<file path="config.mk">
export PLATFORM = sky130hd
export DESIGN_NAME = rgb565_gray_sequencer
export DESIGN_NICKNAME = d
export VERILOG_FILES = /design/src/rtl/rgb565_gray_sequencer.sv
export SDC_FILE = /design/constraint.sdc
export NUM_CORES = 1
export LEC_CHECK = 0
export ABC_AREA = 1
export CORE_UTILIZATION = 30
export DETAILED_ROUTE_END_ITERATION = 7
export MAX_ROUTING_LAYER = met4
export SLEW_MARGIN = 20
export SYNTH_ARGS = -nofsm -noshare
export SYNTH_HDL_FRONTEND = slang
export SYNTH_SLANG_ARGS = --single-unit
</file>
<file path="constraint.sdc">
create_clock -name clock -period 8.63 [get_ports clock]
set_input_delay 1.726 -clock clock [delete_from_list [all_inputs] [get_ports clock]]
set_output_delay 1.726 -clock clock [all_outputs]
set_load 0.01 [all_outputs]
</file>
<file path="src/rtl/rgb565_gray_sequencer.sv">
// rtl/rgb565_gray_sequencer.sv - four-pixel RGB565 to 8-bit grayscale custom instruction, one shared datapath
//
// Ports:
//   clock   - system clock, all state on the rising edge
//   resetN  - asynchronous active-low reset
//   start   - custom-instruction start strobe
//   iseId   - custom-instruction number accompanying start
//   valueA  - pixel1 [31:16], pixel0 [15:0], RGB565 {r5,g6,b5}
//   valueB  - pixel3 [31:16], pixel2 [15:0]
//   done    - one-cycle completion pulse
//   result  - {gray3,gray2,gray1,gray0} while done=1, else zero
//
// Build option: GRAY_SEQ_PIPE_EN adds a register between the multipliers and
// the adder plus a one-cycle DRAIN state; done arrives one cycle later.
module rgb565_gray_sequencer #(
    parameter logic [7:0] customInstructionId = 8'd14
) (
    input  logic        clock,
    input  logic        resetN,
    input  logic        start,
    input  logic [7:0]  iseId,
    input  logic [31:0] valueA,
    input  logic [31:0] valueB,
    output logic        done,
    output logic [31:0] result
);

    typedef enum logic [1:0] {
        S_IDLE  = 2'd0,
        S_CONV  = 2'd1,
        S_DRAIN = 2'd2,
        S_DONE  = 2'd3
    } state_e;

    state_e      state_q, state_d;
    logic [1:0]  cnt_q, cnt_d;
    logic [63:0] op_q, op_d;
    logic [31:0] acc_q, acc_d;
    logic        done_q, done_d;
    logic [31:0] result_q, result_d;

    logic [15:0] pix;
    logic [15:0] prod_r, prod_g, prod_b;
    logic [15:0] sum;
    logic        wr_en;
    logic [1:0]  wr_idx;
    logic [31:0] acc_wr;
    logic        accept;

    assign accept = (state_q == S_IDLE) && start && (iseId == customInstructionId);

    always_comb begin
        pix = op_q[15:0];
        case (cnt_q)
            2'd0: pix = op_q[15:0];
            2'd1: pix = op_q[31:16];
            2'd2: pix = op_q[47:32];
            2'd3: pix = op_q[63:48];
            default: pix = op_q[15:0];
        endcase
    end

    // Channels are widened to 8 bits by zero-filling the low bits, not by replication.
    assign prod_r = {8'b0, pix[15:11], 3'b000} * 16'd54;
    assign prod_g = {8'b0, pix[10:5],  2'b00}  * 16'd183;
    assign prod_b = {8'b0, pix[4:0],   3'b000} * 16'd19;

`ifdef GRAY_SEQ_PIPE_EN
    logic [15:0] pr_q, pg_q, pb_q;
    logic        wv_q;
    logic [1:0]  widx_q;

    // The byte index travels with the products so the write lands one cycle later.
    always_ff @(posedge clock or negedge resetN) begin
        if (!resetN) begin
            pr_q   <= '0;
            pg_q   <= '0;
            pb_q   <= '0;
            wv_q   <= 1'b0;
            widx_q <= '0;
        end else begin
            pr_q   <= prod_r;
            pg_q   <= prod_g;
            pb_q   <= prod_b;
            wv_q   <= (state_q == S_CONV);
            widx_q <= cnt_q;
        end
    end

    assign sum    = pr_q + pg_q + pb_q;
    assign wr_en  = wv_q;
    assign wr_idx = widx_q;
`else
    assign sum    = prod_r + prod_g + prod_b;
    assign wr_en  = (state_q == S_CONV);
    assign wr_idx = cnt_q;
`endif

    // Accumulator with this cycle's byte merged in; it also feeds the output
    // register so the final byte is visible in the same cycle done rises.
    always_comb begin
        acc_wr = acc_q;
        if (wr_en) begin
            acc_wr[{wr_idx, 3'b000} +: 8] = 8'(sum >> 8);
        end
    end

    // State register
    always_ff @(posedge clock or negedge resetN) begin
        if (!resetN) begin
            state_q  <= S_IDLE;
            cnt_q    <= '0;
            op_q     <= '0;
            acc_q    <= '0;
            done_q   <= 1'b0;
            result_q <= '0;
        end else begin
            state_q  <= state_d;
            cnt_q    <= cnt_d;
            op_q     <= op_d;
            acc_q    <= acc_d;
            done_q   <= done_d;
            result_q <= result_d;
        end
    end

    // Next-state logic
    always_comb begin
        state_d = state_q;
        case (state_q)
            S_IDLE: if (accept) state_d = S_CONV;
            S_CONV: begin
                if (cnt_q == 2'd3) begin
`ifdef GRAY_SEQ_PIPE_EN
                    state_d = S_DRAIN;
`else
                    state_d = S_DONE;
`endif
                end
            end
            S_DRAIN: state_d = S_DONE;
            S_DONE:  state_d = S_IDLE;
            default: state_d = S_IDLE;
        endcase
    end

    // Output and datapath control
    always_comb begin
        cnt_d    = cnt_q;
        op_d     = op_q;
        acc_d    = acc_wr;
        if (accept) begin
            op_d  = {valueB, valueA};
            cnt_d = 2'd0;
            acc_d = '0;
        end else if (state_q == S_CONV) begin
            cnt_d = cnt_q + 2'd1;
        end
        done_d   = (state_d == S_DONE);
        result_d = done_d ? acc_wr : 32'd0;
    end

    assign done   = done_q;
    assign result = result_q;

endmodule

</file>
==> impl_summary.txt <==
----------------------------------------------------
[Outcome]
  Status ... completed

[Yosys]
  Number of distinct library cells after synthesis ... 39
  Leading area contributor after synthesis ... dfrtp_1
  Total number of yosys warnings ... 0
  Post-synthesis instance total ... 971
  Number of synthesized register bits ... between 100 and 150
  Sequential element share of the synthesized area ... 0.406
  Top cell type's share of synthesized area ... 0.406
  Total nets after synthesis ... 1152
  Post-Syn Area per Cell ... approximately 8.4 um^2
  Largest cells by area after synthesis ... dfrtp_1 (41%), nand2_1 (15%), ha_1 (12%), fa_1 (6.4%), inv_1 (4.9%)
  Synth Cell Area ... 8190 um^2

[Placement]
  Placed inst area ... between 9000 and 10000 um^2
  Gp weighted congestion ... around 0.9
  Count of buffers from port buffering ... 107
  Placed insts ... about 1400
  DP HPWL ... roughly 15000 um

[Clock network]
  Clock buffer count from CTS ... 17
  Total number of H-tree levels ... 4
  Cell chosen for the clock root ... clkbuf_16
  # hold bufs at CTS ... 0
  Resize count post-CTS ... 0
  Worst-path clk slew ... around 0.06 ns
  Clock sink count ... around 130
  Setup bufs post-CTS ... 0
  CTS tree ... built
  Source-to-sink clock delay at the later pin of the worst-skew pair ... around 0.43 ns
  Buffer levels on the longest clock path ... 2

[Detailed routing]
  Detailed-route wire length per cell ... roughly 14 um
  Residual antenna-violating net count after detailed routing ... 0
  First-pass DRT Iterations ... 4
  Count of routing violations after the opening detailed-route iteration ... 360
  Count of vias placed by the detailed router ... approximately 6600
  Via count normalized by instance count ... about 4.6
  Number of DRC violations after detailed routing ... 0
  Post-Route WL ... ~20000 um

[GRT]
  Total congestion overflow after global routing ... 0
  Global-route wire length before repair ... between 30000 and 40000 um
  Initial antenna violation count ... 0
  Global-route usage over all layers ... 0.159
  Maximum number of pins on one net before global-route repair ... between 70 and 80
  Vias in the first global route ... around 6700

[Finish]
  Cell area after layout ... roughly 10000 um^2
  Non-filler cells in the finished layout ... 1424
  Fraction of layout cells with a size suffix above 1 ... 0.0665
  Number of filler cells placed in the layout ... between 2000 and 3000
  Layout Area Growth over Synthesis ... 24.1%
  Layout net count ... 1251
  Most used cells in the layout excluding fill and tap cells ... nand2_1 (333), dfrtp_1 (133), inv_1 (106), clkdlybuf4s50_1 (106), ha_1 (80)
  Most common cell after layout, fill and taps aside ... nand2_1
  # diodes ... 0

[Critical path]
  Critical Path Max Stage Delay ... ~0.78 ns
  Worst setup SP type ... flop
  Most prevalent standard cell on the critical path ... inv_1
  Crit path capture type ... flop
  Critical path peak fanout ... 18
  Cell at the slowest stage of the critical path ... dfrtp_1
  Arrival time at the worst endpoint ... 7.83 ns
  Worst EP required ... around 9 ns
  Critical path class ... flop to flop

[STA]
  Total Neg Setup Slack ... 0 ns
  Slew Limit Fails ... 0
  Final period utilization ... 0.869
  Maximum operating frequency ... roughly 130 MHz
  Skew final ... ~0.011 ns
  Setup-violating endpoint count in the final report ... 0
  Headroom to the max-slew limit ... 0.281
  Post-route minimum period ... around 7.5 ns
  Transition time at the pin with the least slew margin ... 1.08 ns
  RSZ-0062 raised after global routing ... false
  Final hold violation count ... 0

[Die]
  Core outline area ... 26900 um^2
  Floorplan die height ... 167 um
  Count of standard-cell rows ... 60
  Die Width ... around 170 um
  Number of top-level pins ... roughly 110
  Starting density of the core ... 0.305
  Die area ... between 20000 and 30000 um^2

[Run]
  Max-cap viol count ... 0

[Worst hold path]
  Type of the tightest min-delay check ... flop to flop

----------------------------------------------------
-- final timing paths --
| check | cells after the start | slack [ns] | to | start |
|---|---|---|---|---|
| hold / removal | 2 | 0.47 | op_q[17] | op_q[17] |
| min in group asynchronous | 1 | 1.38 | result[2] | resetN |
| setup reg to reg | 29 | 1.13 | result[15] | cnt_q[0] |
| setup / recovery | 29 | 1.13 | result[15] | cnt_q[0] |
| max in group asynchronous | 2 | 5.83 | op_q[26] | resetN |
| hold reg to reg | 2 | 0.47 | op_q[17] | op_q[17] |
-- synth_stat cells (all sizes together) --
| library cell | n |
|---|---|
| ha | 80 |
| dfrtp | 133 |
| a22o | 8 |
| nor3 | 7 |
| o211ai | 1 |
| xnor2 | 12 |
| o21bai | 1 |
| a21o | 4 |
| nand3 | 18 |
| fa | 26 |
| a211oi | 1 |
| nand2 | 341 |
| buf | 15 |
| nand4 | 12 |
| nor4 | 5 |
| inv | 109 |
| a21oi | 87 |
| clkbuf | 18 |
| and2 | 2 |
| nor2 | 44 |
| xor2 | 12 |
| and3 | 1 |
| or2 | 1 |
| a31oi | 12 |
| o21ai | 14 |
| o22ai | 7 |
-- state kept, by name, indices dropped and copies added, names as in the netlist --
register  count
state_q       2
op_q         64
acc_q        32
cnt_q         2
result       32
done          1
-- cell type report --
cell class / instances / area (um^2) / area share
clock inverters: 13 / 150 / 0.0148
inverters: 109 / 409 / 0.0402
clock buffers: 19 / 443 / 0.0436
flip-flops and latches: 133 / 3330 / 0.327
well taps: 341 / 427 / 0.0420
multi-input cells: 696 / 4300 / 0.423
repair buffers: 113 / 1110 / 0.109
-- logic make-up (layout without fill, tap and decap cells) --
kind of cell | after synthesis | after routing | share of synthesized area
compound gates | 135 | 135 | 0.0962
xor+xnor | 24 | 24 | 0.0275
fa+ha+maj | 106 | 106 | 0.186
buf+inv | 142 | 254 | 0.0689
flops | 133 | 133 | 0.406
simple gates | 431 | 431 | 0.215
-- per-layer routing --
layer	vias to the layer above	GRT usage	part of all wire
li1	3299	-	-
met1	3194	0.210	0.49
met2	109	0.254	0.47
met3	16	0.0234	0.030
met4	0	0.0403	0.011
met5	-	-	0
-- through the flow --
stage	hold WS [ns]	utilization	worst slack (ns)
3_3_place_gp	0.455	0.356	1.38
6_report	0.470	0.378	1.13
4_1_cts	0.473	0.378	1.14
2_1_floorplan	0.442	-	1.96
5_1_grt	0.492	0.378	0.483
3_5_place_dp	0.459	0.356	1.21
-- critical path: cells and delay by family, from the launching register on --
family | cells | cell delay (ns)
buffers and inverters | 7 | 0.94
and+or+nand+nor | 8 | 0.97
DFF | 1 | 0.78
xor gates and xnor gates | 1 | 0.14
adders and majority gates | 7 | 3.09
AOI/OAI and AO/OA | 6 | 1.47
Power is left out: the tool's default activity adds up to more than one toggle a clock period on the data nets, which glitch-free logic cannot reach.
